### src/rtl/mem_port_arbiter_pkg.sv
// mem_port_arbiter_pkg: shared FSM state, grant encodings and default widths
package mem_port_arbiter_pkg;
    localparam int DEF_ADDR_W = 32;
    localparam int DEF_DATA_W = 32;

    typedef enum logic [1:0] {IDLE, BUSY_I, BUSY_D, RESP} state_t;
    typedef enum logic {GNT_I = 1'b0, GNT_D = 1'b1} gnt_t;
endpackage

### src/rtl/mem_port_arbiter_if.sv
// mem_port_arbiter_if: fetch port, data port and memory-side signals of the arbiter
interface mem_port_arbiter_if
    import mem_port_arbiter_pkg::*;
#(
    parameter int ADDR_W = DEF_ADDR_W,
    parameter int DATA_W = DEF_DATA_W
);
    logic              if_req_i;
    logic [ADDR_W-1:0] if_addr_i;
    logic [DATA_W-1:0] if_rdata_o;
    logic              if_valid_o;
    logic              if_stall_o;
    logic              d_req_i;
    logic              d_we_i;
    logic [ADDR_W-1:0] d_addr_i;
    logic [DATA_W-1:0] d_wdata_i;
    logic [DATA_W-1:0] d_rdata_o;
    logic              d_valid_o;
    logic              d_stall_o;
    logic              mem_req_o;
    logic              mem_we_o;
    logic [ADDR_W-1:0] mem_addr_o;
    logic [DATA_W-1:0] mem_wdata_o;
    logic              mem_ack_i;
    logic [DATA_W-1:0] mem_rdata_i;
    logic              err_o;

    modport slave (
        input  if_req_i, if_addr_i, d_req_i, d_we_i, d_addr_i, d_wdata_i, mem_ack_i, mem_rdata_i,
        output if_rdata_o, if_valid_o, if_stall_o, d_rdata_o, d_valid_o, d_stall_o,
               mem_req_o, mem_we_o, mem_addr_o, mem_wdata_o, err_o
    );

    modport master (
        output if_req_i, if_addr_i, d_req_i, d_we_i, d_addr_i, d_wdata_i, mem_ack_i, mem_rdata_i,
        input  if_rdata_o, if_valid_o, if_stall_o, d_rdata_o, d_valid_o, d_stall_o,
               mem_req_o, mem_we_o, mem_addr_o, mem_wdata_o, err_o
    );
endinterface

### src/rtl/mem_port_arbiter.sv
// mem_port_arbiter: shares one variable-latency memory between fetch and data ports
module mem_port_arbiter
    import mem_port_arbiter_pkg::*;
#(
    parameter int ADDR_W       = DEF_ADDR_W,
    parameter int DATA_W       = DEF_DATA_W,
    parameter int STARVE_LIMIT = 4,
    parameter int TIMEOUT      = 255
) (
    input logic               clk_i,
    input logic               rst_i,
    mem_port_arbiter_if.slave bus
);
    localparam int SW = $clog2(STARVE_LIMIT + 1);
    localparam int TW = $clog2(TIMEOUT + 1);

    state_t        state, state_nxt;
    gnt_t          gnt;
    logic [SW-1:0] starve_cnt;
    logic [TW-1:0] tmo_cnt;
    logic          gnt_d, gnt_i, busy, ack, expire;

    assign bus.if_stall_o = bus.if_req_i & ~bus.if_valid_o;
    assign bus.d_stall_o  = bus.d_req_i & ~bus.d_valid_o;

    // Data wins unless fetch has already waited through STARVE_LIMIT data grants; ack beats timeout
    always_comb begin
        gnt_d     = bus.d_req_i & (~bus.if_req_i | (starve_cnt < SW'(STARVE_LIMIT)));
        gnt_i     = bus.if_req_i & ~gnt_d;
        busy      = (state == BUSY_I) | (state == BUSY_D);
        ack       = busy & bus.mem_ack_i;
        expire    = busy & ~bus.mem_ack_i & (tmo_cnt == TW'(TIMEOUT - 1));
        state_nxt = IDLE;
        case (state)
            IDLE:           state_nxt = gnt_d ? BUSY_D : (gnt_i ? BUSY_I : IDLE);
            BUSY_I, BUSY_D: state_nxt = (ack | expire) ? RESP : state;
            default:        state_nxt = IDLE;
        endcase
    end

    // State register
    always_ff @(posedge clk_i) begin
        if (!rst_i) state <= IDLE;
        else        state <= state_nxt;
    end

    // Memory request, per-port responses, starvation and timeout counters
    always_ff @(posedge clk_i) begin
        if (!rst_i) begin
            gnt             <= GNT_I;
            starve_cnt      <= '0;
            tmo_cnt         <= '0;
            bus.mem_req_o   <= 1'b0;
            bus.mem_we_o    <= 1'b0;
            bus.mem_addr_o  <= {ADDR_W{1'b0}};
            bus.mem_wdata_o <= {DATA_W{1'b0}};
            bus.if_rdata_o  <= {DATA_W{1'b0}};
            bus.d_rdata_o   <= {DATA_W{1'b0}};
            bus.if_valid_o  <= 1'b0;
            bus.d_valid_o   <= 1'b0;
            bus.err_o       <= 1'b0;
        end else begin
            bus.if_valid_o <= 1'b0;
            bus.d_valid_o  <= 1'b0;
            if (state == IDLE) begin
                starve_cnt <= (gnt_d & bus.if_req_i) ? starve_cnt + SW'(1) : '0;
                if (gnt_d | gnt_i) begin
                    gnt             <= gnt_t'(gnt_d);
                    tmo_cnt         <= '0;
                    bus.mem_req_o   <= 1'b1;
                    bus.mem_we_o    <= gnt_d & bus.d_we_i;
                    bus.mem_addr_o  <= gnt_d ? bus.d_addr_i : bus.if_addr_i;
                    bus.mem_wdata_o <= gnt_d ? bus.d_wdata_i : {DATA_W{1'b0}};
                end
            end else if (busy) begin
                if (ack | expire) begin
                    bus.mem_req_o <= 1'b0;
                    bus.err_o     <= bus.err_o | expire;
                    if (gnt == GNT_I) begin
                        bus.if_valid_o <= 1'b1;
                        bus.if_rdata_o <= ack ? bus.mem_rdata_i : {DATA_W{1'b0}};
                    end else begin
                        bus.d_valid_o <= 1'b1;
                        if (expire | ~bus.mem_we_o)
                            bus.d_rdata_o <= ack ? bus.mem_rdata_i : {DATA_W{1'b0}};
                    end
                end else begin
                    tmo_cnt <= tmo_cnt + TW'(1);
                end
            end
        end
    end
endmodule

### src/flat_wrapper.sv
// flat-port wrapper written by rule: the top's interface ports become plain ports
module mem_port_arbiter_flat import mem_port_arbiter_pkg::*;
#(
    parameter int ADDR_W       = DEF_ADDR_W,
    parameter int DATA_W       = DEF_DATA_W,
    parameter int STARVE_LIMIT = 4,
    parameter int TIMEOUT      = 255
)
  (clk_i, rst_i, bus_if_req_i, bus_if_addr_i, bus_d_req_i, bus_d_we_i, bus_d_addr_i, bus_d_wdata_i, bus_mem_ack_i, bus_mem_rdata_i, bus_if_rdata_o, bus_if_valid_o, bus_if_stall_o, bus_d_rdata_o, bus_d_valid_o, bus_d_stall_o, bus_mem_req_o, bus_mem_we_o, bus_mem_addr_o, bus_mem_wdata_o, bus_err_o);
  mem_port_arbiter_if #(.ADDR_W(ADDR_W), .DATA_W(DATA_W)) bus_i ();
  input logic clk_i;
  input logic rst_i;
  input wire logic [$bits(bus_i.if_req_i)-1:0] bus_if_req_i;
  input wire logic [$bits(bus_i.if_addr_i)-1:0] bus_if_addr_i;
  input wire logic [$bits(bus_i.d_req_i)-1:0] bus_d_req_i;
  input wire logic [$bits(bus_i.d_we_i)-1:0] bus_d_we_i;
  input wire logic [$bits(bus_i.d_addr_i)-1:0] bus_d_addr_i;
  input wire logic [$bits(bus_i.d_wdata_i)-1:0] bus_d_wdata_i;
  input wire logic [$bits(bus_i.mem_ack_i)-1:0] bus_mem_ack_i;
  input wire logic [$bits(bus_i.mem_rdata_i)-1:0] bus_mem_rdata_i;
  output wire logic [$bits(bus_i.if_rdata_o)-1:0] bus_if_rdata_o;
  output wire logic [$bits(bus_i.if_valid_o)-1:0] bus_if_valid_o;
  output wire logic [$bits(bus_i.if_stall_o)-1:0] bus_if_stall_o;
  output wire logic [$bits(bus_i.d_rdata_o)-1:0] bus_d_rdata_o;
  output wire logic [$bits(bus_i.d_valid_o)-1:0] bus_d_valid_o;
  output wire logic [$bits(bus_i.d_stall_o)-1:0] bus_d_stall_o;
  output wire logic [$bits(bus_i.mem_req_o)-1:0] bus_mem_req_o;
  output wire logic [$bits(bus_i.mem_we_o)-1:0] bus_mem_we_o;
  output wire logic [$bits(bus_i.mem_addr_o)-1:0] bus_mem_addr_o;
  output wire logic [$bits(bus_i.mem_wdata_o)-1:0] bus_mem_wdata_o;
  output wire logic [$bits(bus_i.err_o)-1:0] bus_err_o;
  assign bus_i.if_req_i = bus_if_req_i;
  assign bus_i.if_addr_i = bus_if_addr_i;
  assign bus_i.d_req_i = bus_d_req_i;
  assign bus_i.d_we_i = bus_d_we_i;
  assign bus_i.d_addr_i = bus_d_addr_i;
  assign bus_i.d_wdata_i = bus_d_wdata_i;
  assign bus_i.mem_ack_i = bus_mem_ack_i;
  assign bus_i.mem_rdata_i = bus_mem_rdata_i;
  assign bus_if_rdata_o = bus_i.if_rdata_o;
  assign bus_if_valid_o = bus_i.if_valid_o;
  assign bus_if_stall_o = bus_i.if_stall_o;
  assign bus_d_rdata_o = bus_i.d_rdata_o;
  assign bus_d_valid_o = bus_i.d_valid_o;
  assign bus_d_stall_o = bus_i.d_stall_o;
  assign bus_mem_req_o = bus_i.mem_req_o;
  assign bus_mem_we_o = bus_i.mem_we_o;
  assign bus_mem_addr_o = bus_i.mem_addr_o;
  assign bus_mem_wdata_o = bus_i.mem_wdata_o;
  assign bus_err_o = bus_i.err_o;
  mem_port_arbiter #(.ADDR_W(ADDR_W), .DATA_W(DATA_W), .STARVE_LIMIT(STARVE_LIMIT), .TIMEOUT(TIMEOUT)) u_core (.clk_i(clk_i), .rst_i(rst_i), .bus(bus_i));
endmodule
### config.mk
export PLATFORM = sky130hd
export DESIGN_NAME = mem_port_arbiter_flat
export DESIGN_NICKNAME = d
export VERILOG_FILES = /design/src/rtl/mem_port_arbiter_pkg.sv /design/src/rtl/mem_port_arbiter_if.sv /design/src/rtl/mem_port_arbiter.sv /design/src/flat_wrapper.sv
export SDC_FILE = /design/constraint.sdc
export NUM_CORES = 1
export LEC_CHECK = 0
export ABC_AREA = 1
export BUFFER_PORTS_ARGS = -buffer_cell sky130_fd_sc_hd__buf_2
export CAP_MARGIN = 20
export CORE_MARGIN = 3
export CORE_UTILIZATION = 50
export DETAILED_ROUTE_END_ITERATION = 7
export PLACE_DENSITY_LB_ADDON = 0.1
export SKIP_CTS_REPAIR_TIMING = 1
export SYNTH_ARGS = -nofsm -noshare
export SYNTH_HDL_FRONTEND = slang
export SYNTH_SLANG_ARGS = --single-unit
export TNS_END_PERCENT = 1
### constraint.sdc
create_clock -name clk_i -period 3.62 [get_ports clk_i]
set_input_delay 0.181 -clock clk_i [delete_from_list [all_inputs] [get_ports clk_i]]
set_output_delay 0.181 -clock clk_i [all_outputs]
set_load 0.02 [all_outputs]
## Yosys cells after proc, flatten, opt, wreduce, memory -nomap -nowiden

Cells that the tools add are included.

| storage, ports and cells | value |
|---|---|
| memories | 0 |
| register bits | 147 |
| ROM bits | 0 |
| input port bits | 134 |
| bits in writable memories | 0 |
| logic and storage cells | 77 |
| output and inout bits | 135 |
| bits in latches | 0 |

| cells by class | value |
|---|---|
| bitwise operators | 26 |
| shift operators | 0 |
| add/subtract/negate cells | 2 |
| magnitude comparators | 1 |
| div/mod/pow operators | 0 |
| reductions and logical operators | 11 |
| multiplexer cells | 18 |
| equality and inequality tests | 6 |
| $mul | 0 |

Operators with widths:

| operator | count |
|---|---|
| 2-to-1 mux 32 bit | 3 |
| 2-to-1 mux 8 bit | 4 |
| NOT 1 bit | 11 |
| bitwise AND 1 bit | 9 |
| AND reduction 3 bit | 3 |
| adder 8 x 1 -> 8 bit, second input constant | 1 |
| equality test 8 bit, second input constant | 1 |
| 2-to-1 mux 1 bit | 7 |
| bitwise OR 1 bit | 6 |
| AND reduction 5 bit | 1 |
| 2-to-1 mux 2 bit | 2 |
| inequality test 2 bit, second input constant | 2 |
| one-hot mux 2 bit (2 select lines) | 1 |
| AND reduction 4 bit | 1 |
| nonzero test 2 bit | 2 |
| OR reduction 4 bit | 1 |
| adder 3 x 1 -> 3 bit, second input constant | 1 |
| less-than comparator 3 bit, second input constant | 1 |
| 2-to-1 mux 3 bit | 1 |
| equality test 2 x 1 -> 1 bit, second input constant | 1 |
| equality test 2 bit, second input constant | 1 |
| zero test 2 bit | 1 |
| inequality test 2 x 1 -> 1 bit, second input constant | 1 |
| AND reduction 2 bit | 1 |
| OR reduction 2 bit | 1 |

## Logic depth before layout (Yosys ltp)

| logic depth | value |
|---|---|
| depth in word-level cells | 8 |
| depth in mapped cells | 13 |
| depth with buffers taken out | 11 |

## Worst setup path after synthesis

OpenSTA, ideal clock, no wires.

| path | value |
|---|---|
| kind | reg-to-reg |
| start point | reg u_core.state[0] |
| end point | reg u_core.bus.d_rdata_o[13] |
| path buffers | 2 |
| period minus slack after synthesis | 1783 ps |
| data required time | 3507 ps |
| setup time | 113 ps |
| data arrival time | 1670 ps |
| stages on the path, launching flop included | 14 |
| setup slack | 1837 ps |
| cells stage by stage | dfxtp_1 inv_1 ha_1 inv_1 nor2_1 nand3_2 nand2_4 nand2_4 nor2_4 buf_6 buf_6 nand2_1 nand2_1 nor2_1 |

| between the ends | value |
|---|---|
| longest elaborated chain between the ends | 6 |
| elaborated cells on any way between the ends | 12 |
| classes of those cells | eq/ne: 2; mux: 1; bitwise: 7; reduce/logical: 2 |

Ends and longest elaborated chain:

| element | line | source |
|---|---|---|
| start: declaration | mem_port_arbiter.sv:17 | `state_t state, state_nxt;` |
| start signal: assignment | mem_port_arbiter.sv:44 | `else state <= state_nxt;` |
| equality test 2 x 1 -> 1 bit or equality test 2 bit (tied branches) | mem_port_arbiter.sv:30 | `busy = (state == BUSY_I) \| (state == BUSY_D);` |
| bitwise OR 1 bit | mem_port_arbiter.sv:30 |  |
| bitwise AND 1 bit (2 in series) | mem_port_arbiter.sv:32 | `expire = busy & ~bus.mem_ack_i & (tmo_cnt == TW'(TIMEOUT - 1));` |
| bitwise OR 1 bit (on tied branches) | mem_port_arbiter.sv:84, mem_port_arbiter.sv:76 |  |
| AND reduction 5 bit (no source line) | -- |  |
| end signal: assignment | mem_port_arbiter.sv:58 | `bus.d_rdata_o <= {DATA_W{1'b0}};` |
| end signal: assignment | mem_port_arbiter.sv:85 | `bus.d_rdata_o <= ack ? bus.mem_rdata_i : {DATA_W{1'b0}};` |
| end: declaration | mem_port_arbiter_if.sv:30 | `output if_rdata_o, if_valid_o, if_stall_o, d_rdata_o, d_valid_o, d_stall_o,` |

Parallel ways exist; a longest one is shown, timed or not.
A chain may end at the register's enable or synchronous reset.

## Worst setup path in the final report

| path | value |
|---|---|
| start point | reg u_core.state[0] |
| end point | reg u_core.bus.d_rdata_o[10] |

The elaborated chain is that of the path after synthesis.

==> flow_metrics.tcl <==
set metrics [dict create \
    cpPeakStageDelay_ps 400 \
    antennaDiodeCount 0 \
    synth_area_in_adders 0.0106 \
    cts.clk_slew.worst_paths_ps 60 \
    synth_seq_cells 147 \
    antenna_found_initial 0 \
    synth_cells 813 \
    power.total_mw 5.81 \
    relSlewSlack 0.346 \
    synthesized_area_fraction_occupied_by_xor_and_xnor_cells 0.00297 \
    total_switching_power_mw 2.20 \
    numPlacedInstances 1182 \
    ant_nets 0 \
    first_global_vias 5380 \
    synth.top_cells.by_area "dfxtp_1, nand2_1, nor2_1, o21ai_0, a21oi_1" \
    setup.worst_path.start "u_core.state[0]" \
    crit-reg2reg-capture "u_core.bus.d_rdata_o[10]" \
    critPathSlowestCell "buf_4" \
    htree_levels 4 \
    cellInternalPower_mw 3.61 \
    io_buffers 268 \
    timing.setup.critical_path_class "flop to flop" \
    floorplan.die_area_sq_mm 0.0131 \
    final.hold.worst_slack_ps 14.2 \
    via_per_inst 4.93 \
    layout-drive-gt1-share 0.296 \
    fp-row-count 39 \
    netlist.area_leader.share 0.499 \
    fin_cells 1215 \
    cp_num_cells 12 \
    met1_length_mm 6.81 \
    yosysWarningCount 0 \
    unrepaired_setup_endpoints_after_global_routing "no" \
    number_of_endpoints_with_negative_hold_slack_in_the_final_report 0 \
    layout.filler_cells 1044 \
    maxUsedRoutingLayer "met4" \
    synth.mux.area_fraction 0 \
    dr_total_vias 5986 \
    core_sq_mm 0.0115 \
    hold_path.class "input pin to flop" \
    clkSinkCount 147 \
    p_seq_frac 0.367 \
    crit_path_max_fanout 48 \
    areaGrowthSynthToFinish_pct 32.6 \
    min_period_over_period 0.655 \
    synth_seq_area_share 0.499 \
    end_kind "flop" \
    power.clock.fraction 0.283 \
    cts_made_buffers 17 \
    slew_at_the_pin_with_the_worst_max_slew_slack_ps 979 \
    floorplan.die.height_microns 115 \
    clock.fmax_mhz 422 \
    setup_viol_count_final 0 \
    route.detailed.drc 0 \
    synth_simple_gate_area_frac 0.257 \
    syn_avg_cell_area_sq_um 7.25 \
    finalNetCount 1198 \
    placed_area_sq_mm 0.00724 \
    cell_type_group_with_the_largest_total_delay_on_the_critical_path "simple AND/OR/NAND/NOR gates" \
    insertion_delay_ps 410 \
    length_of_routed_met2_wiring_mm 7.57 \
    crit_arrival_ps 2680 \
    post-route-cell-area_sq_mm 0.00781 \
    net_count_after_synthesis 952 \
    routed_wire_length_per_instance_microns 13.3 \
    max-vdd-ir-drop_mv 0.459 \
    timing.critical_path.to "u_core.bus.d_rdata_o[10]" \
    multi_input_combinational_cell_area_sq_mm 0.00255 \
    syn_area_sq_mm 0.00589 \
    grt.overflow.total 0 \
    wire_length_of_the_first_global_routing_pass_mm 25.2 \
    detailroute.wirelength.met3_mm 1.39 \
    combinational_fraction_of_design_power 0.350 \
    combinational_family_with_the_most_area_after_synthesis "simple AND/OR/NAND/NOR gates" \
    list_of_cells_traversed_by_the_critical_path "inv_1 -> ha_1 -> inv_1 -> nor2_1 -> nand3_2 -> nand2_4 -> nand2_4 -> nor2_4 -> buf_4 -> inv_2 -> nor2_1 -> nor2_1" \
    grt_use_total 0.240 \
    timing.critical_path.required_ps 3930 \
    crit_path_start_kind "flop" \
    drtPass1Iterations 4 \
    clockRootBuffer "clkbuf_16" \
    layout_min_cycle_time_ps 2370 \
    setup_ws_ps 1250 \
    hold_path_startpoint "bus_d_wdata_i[19]" \
    p_sw_frac 0.379 \
    totalNegativeSetupSlack_ps 0 \
    yosys.cell_types.count 26 \
    power_density_mw_per_mm2 744 \
    cap_violations 0 \
    finalMaxSlewViolations 0 \
    die_span_in_x_microns 115 \
    crit_path_frequent_cell "nor2_1" \
    globalplace.congestion 0.843 \
    worst-path-buf-inv 4 \
    dpl.hpwl_mm 11.0 \
    synth_top_area_cell "dfxtp_1" \
    floorplan.initialDensity 0.514 \
    cts_tree "done" \
    grt_max_degree 84 \
    r2r-start "u_core.state[0]" \
    synth-compound-area-share 0.161 \
    total_i_o_pin_count 269 \
    max-clock-path-buffers 2 \
    drt_first_iter_violations 425 \
    sequential_cell_area_sq_mm 0.00294 \
    worst_clk_skew_ps 3.96 \
    postLayoutCoreUtil 0.681 \
    status "completed" \
    drt-total-wl_mm 16.1 \
    place_ws_ps 1250 \
    setup.reg_to_reg.worst_slack_ps 1250 \
    reg2reg_depth 12 \
    pleak_nw 4.04 \
]
==> power by group through the flow <==
| stage | Clock (mW) | Combinational [mW] | Sequential [mW] |
|---|---|---|---|
| after floorplan | 0 | 1.06 | 2.51 |
| after global placement | 0 | 2.03 | 2.15 |
| after detailed placement | 0 | 2.04 | 2.15 |
| after CTS | 1.67 | 2.05 | 2.13 |
| after global routing | 1.75 | 2.27 | 2.17 |
| final | 1.65 | 2.03 | 2.13 |
==> sequential cells by signal, indices dropped and copies added, names as in the netlist <==
signal,cells
u_core.bus.d_rdata_o,32
u_core.bus.d_valid_o,1
u_core.bus.err_o,1
u_core.bus.if_rdata_o,32
u_core.bus.if_valid_o,1
u_core.bus.mem_addr_o,32
u_core.bus.mem_req_o,1
u_core.bus.mem_wdata_o,32
u_core.bus.mem_we_o,1
u_core.gnt,1
u_core.starve_cnt,3
u_core.state,2
u_core.tmo_cnt,8
==> layout by cell type, fill, tap and decap left out, drive strengths merged <==
cell type	n
or2	2
nand3	6
nand4	7
a211oi	2
buf	277
dfxtp	147
a21oi	58
nor3	1
dlygate4sd3	1
nand2	231
xor2	2
nor2	138
o21ai	88
clkinv	8
ha	5
clkbuf	29
inv	38
a31oi	32
==> worst reg2reg max path: stages, from the launching register on <==
cell and delay [ps]:
dfxtp_1 350, inv_1 50, ha_1 300, inv_1 50, nor2_1 150, nand3_2 160, nand2_4 120, nand2_4 90
nor2_4 110, buf_4 400, inv_2 250, nor2_1 160, nor2_1 60
==> Yosys cell counts <==
library cell / number
nand4_1: 7
nand2_2: 1
a21oi_2: 1
clkinv_1: 5
dfxtp_1: 147
nand2_1: 228
or2_2: 2
clkbuf_1: 29
nor2_2: 1
buf_1: 1
nor2_4: 2
nand3_2: 1
nor3_1: 1
inv_1: 36
a21oi_1: 57
o21ai_0: 88
nand3_1: 5
buf_6: 4
nand2_4: 2
xor2_1: 2
buf_2: 17
a31oi_1: 32
nor2_1: 135
inv_2: 2
a211oi_1: 2
ha_1: 5
==> layout make-up <==
class / instances / share of cell area
multi-input cells: 572 / 0.326
clock inverters: 3 / 0.00192
flip-flops and latches: 147 / 0.377
inverters: 43 / 0.0207
repair buffers: 278 / 0.182
well taps: 143 / 0.0229
clock buffers: 29 / 0.0705
==> logic make-up (layout without fill, tap and decap cells) <==
group / Yosys count / in the layout
fa+ha+maj: 5 / 5
flops: 147 / 147
xor+xnor: 2 / 2
buf+inv: 94 / 353
simple gates: 385 / 385
compound gates: 180 / 180
==> worst min-delay path by stage <==
stage                                       endpoint  slack (ps)  cells past startpoint
after global routing      u_core.bus.mem_wdata_o[19]           1                      3
after global placement      u_core.bus.if_rdata_o[3]         430                      3
after floorplan             u_core.bus.if_rdata_o[1]         320                      2
after detailed placement   u_core.bus.if_rdata_o[28]         440                      3
after CTS                  u_core.bus.mem_wdata_o[0]          -8                      3
final                     u_core.bus.mem_wdata_o[19]          10                      3
==> per-layer routing <==
metal	track usage	vias to the layer above
li1	-	3099
met1	0.295	2637
met2	0.373	220
met3	0.0914	30
met4	0.105	0
met5	0	-
(Power assumes the default switching activity.)
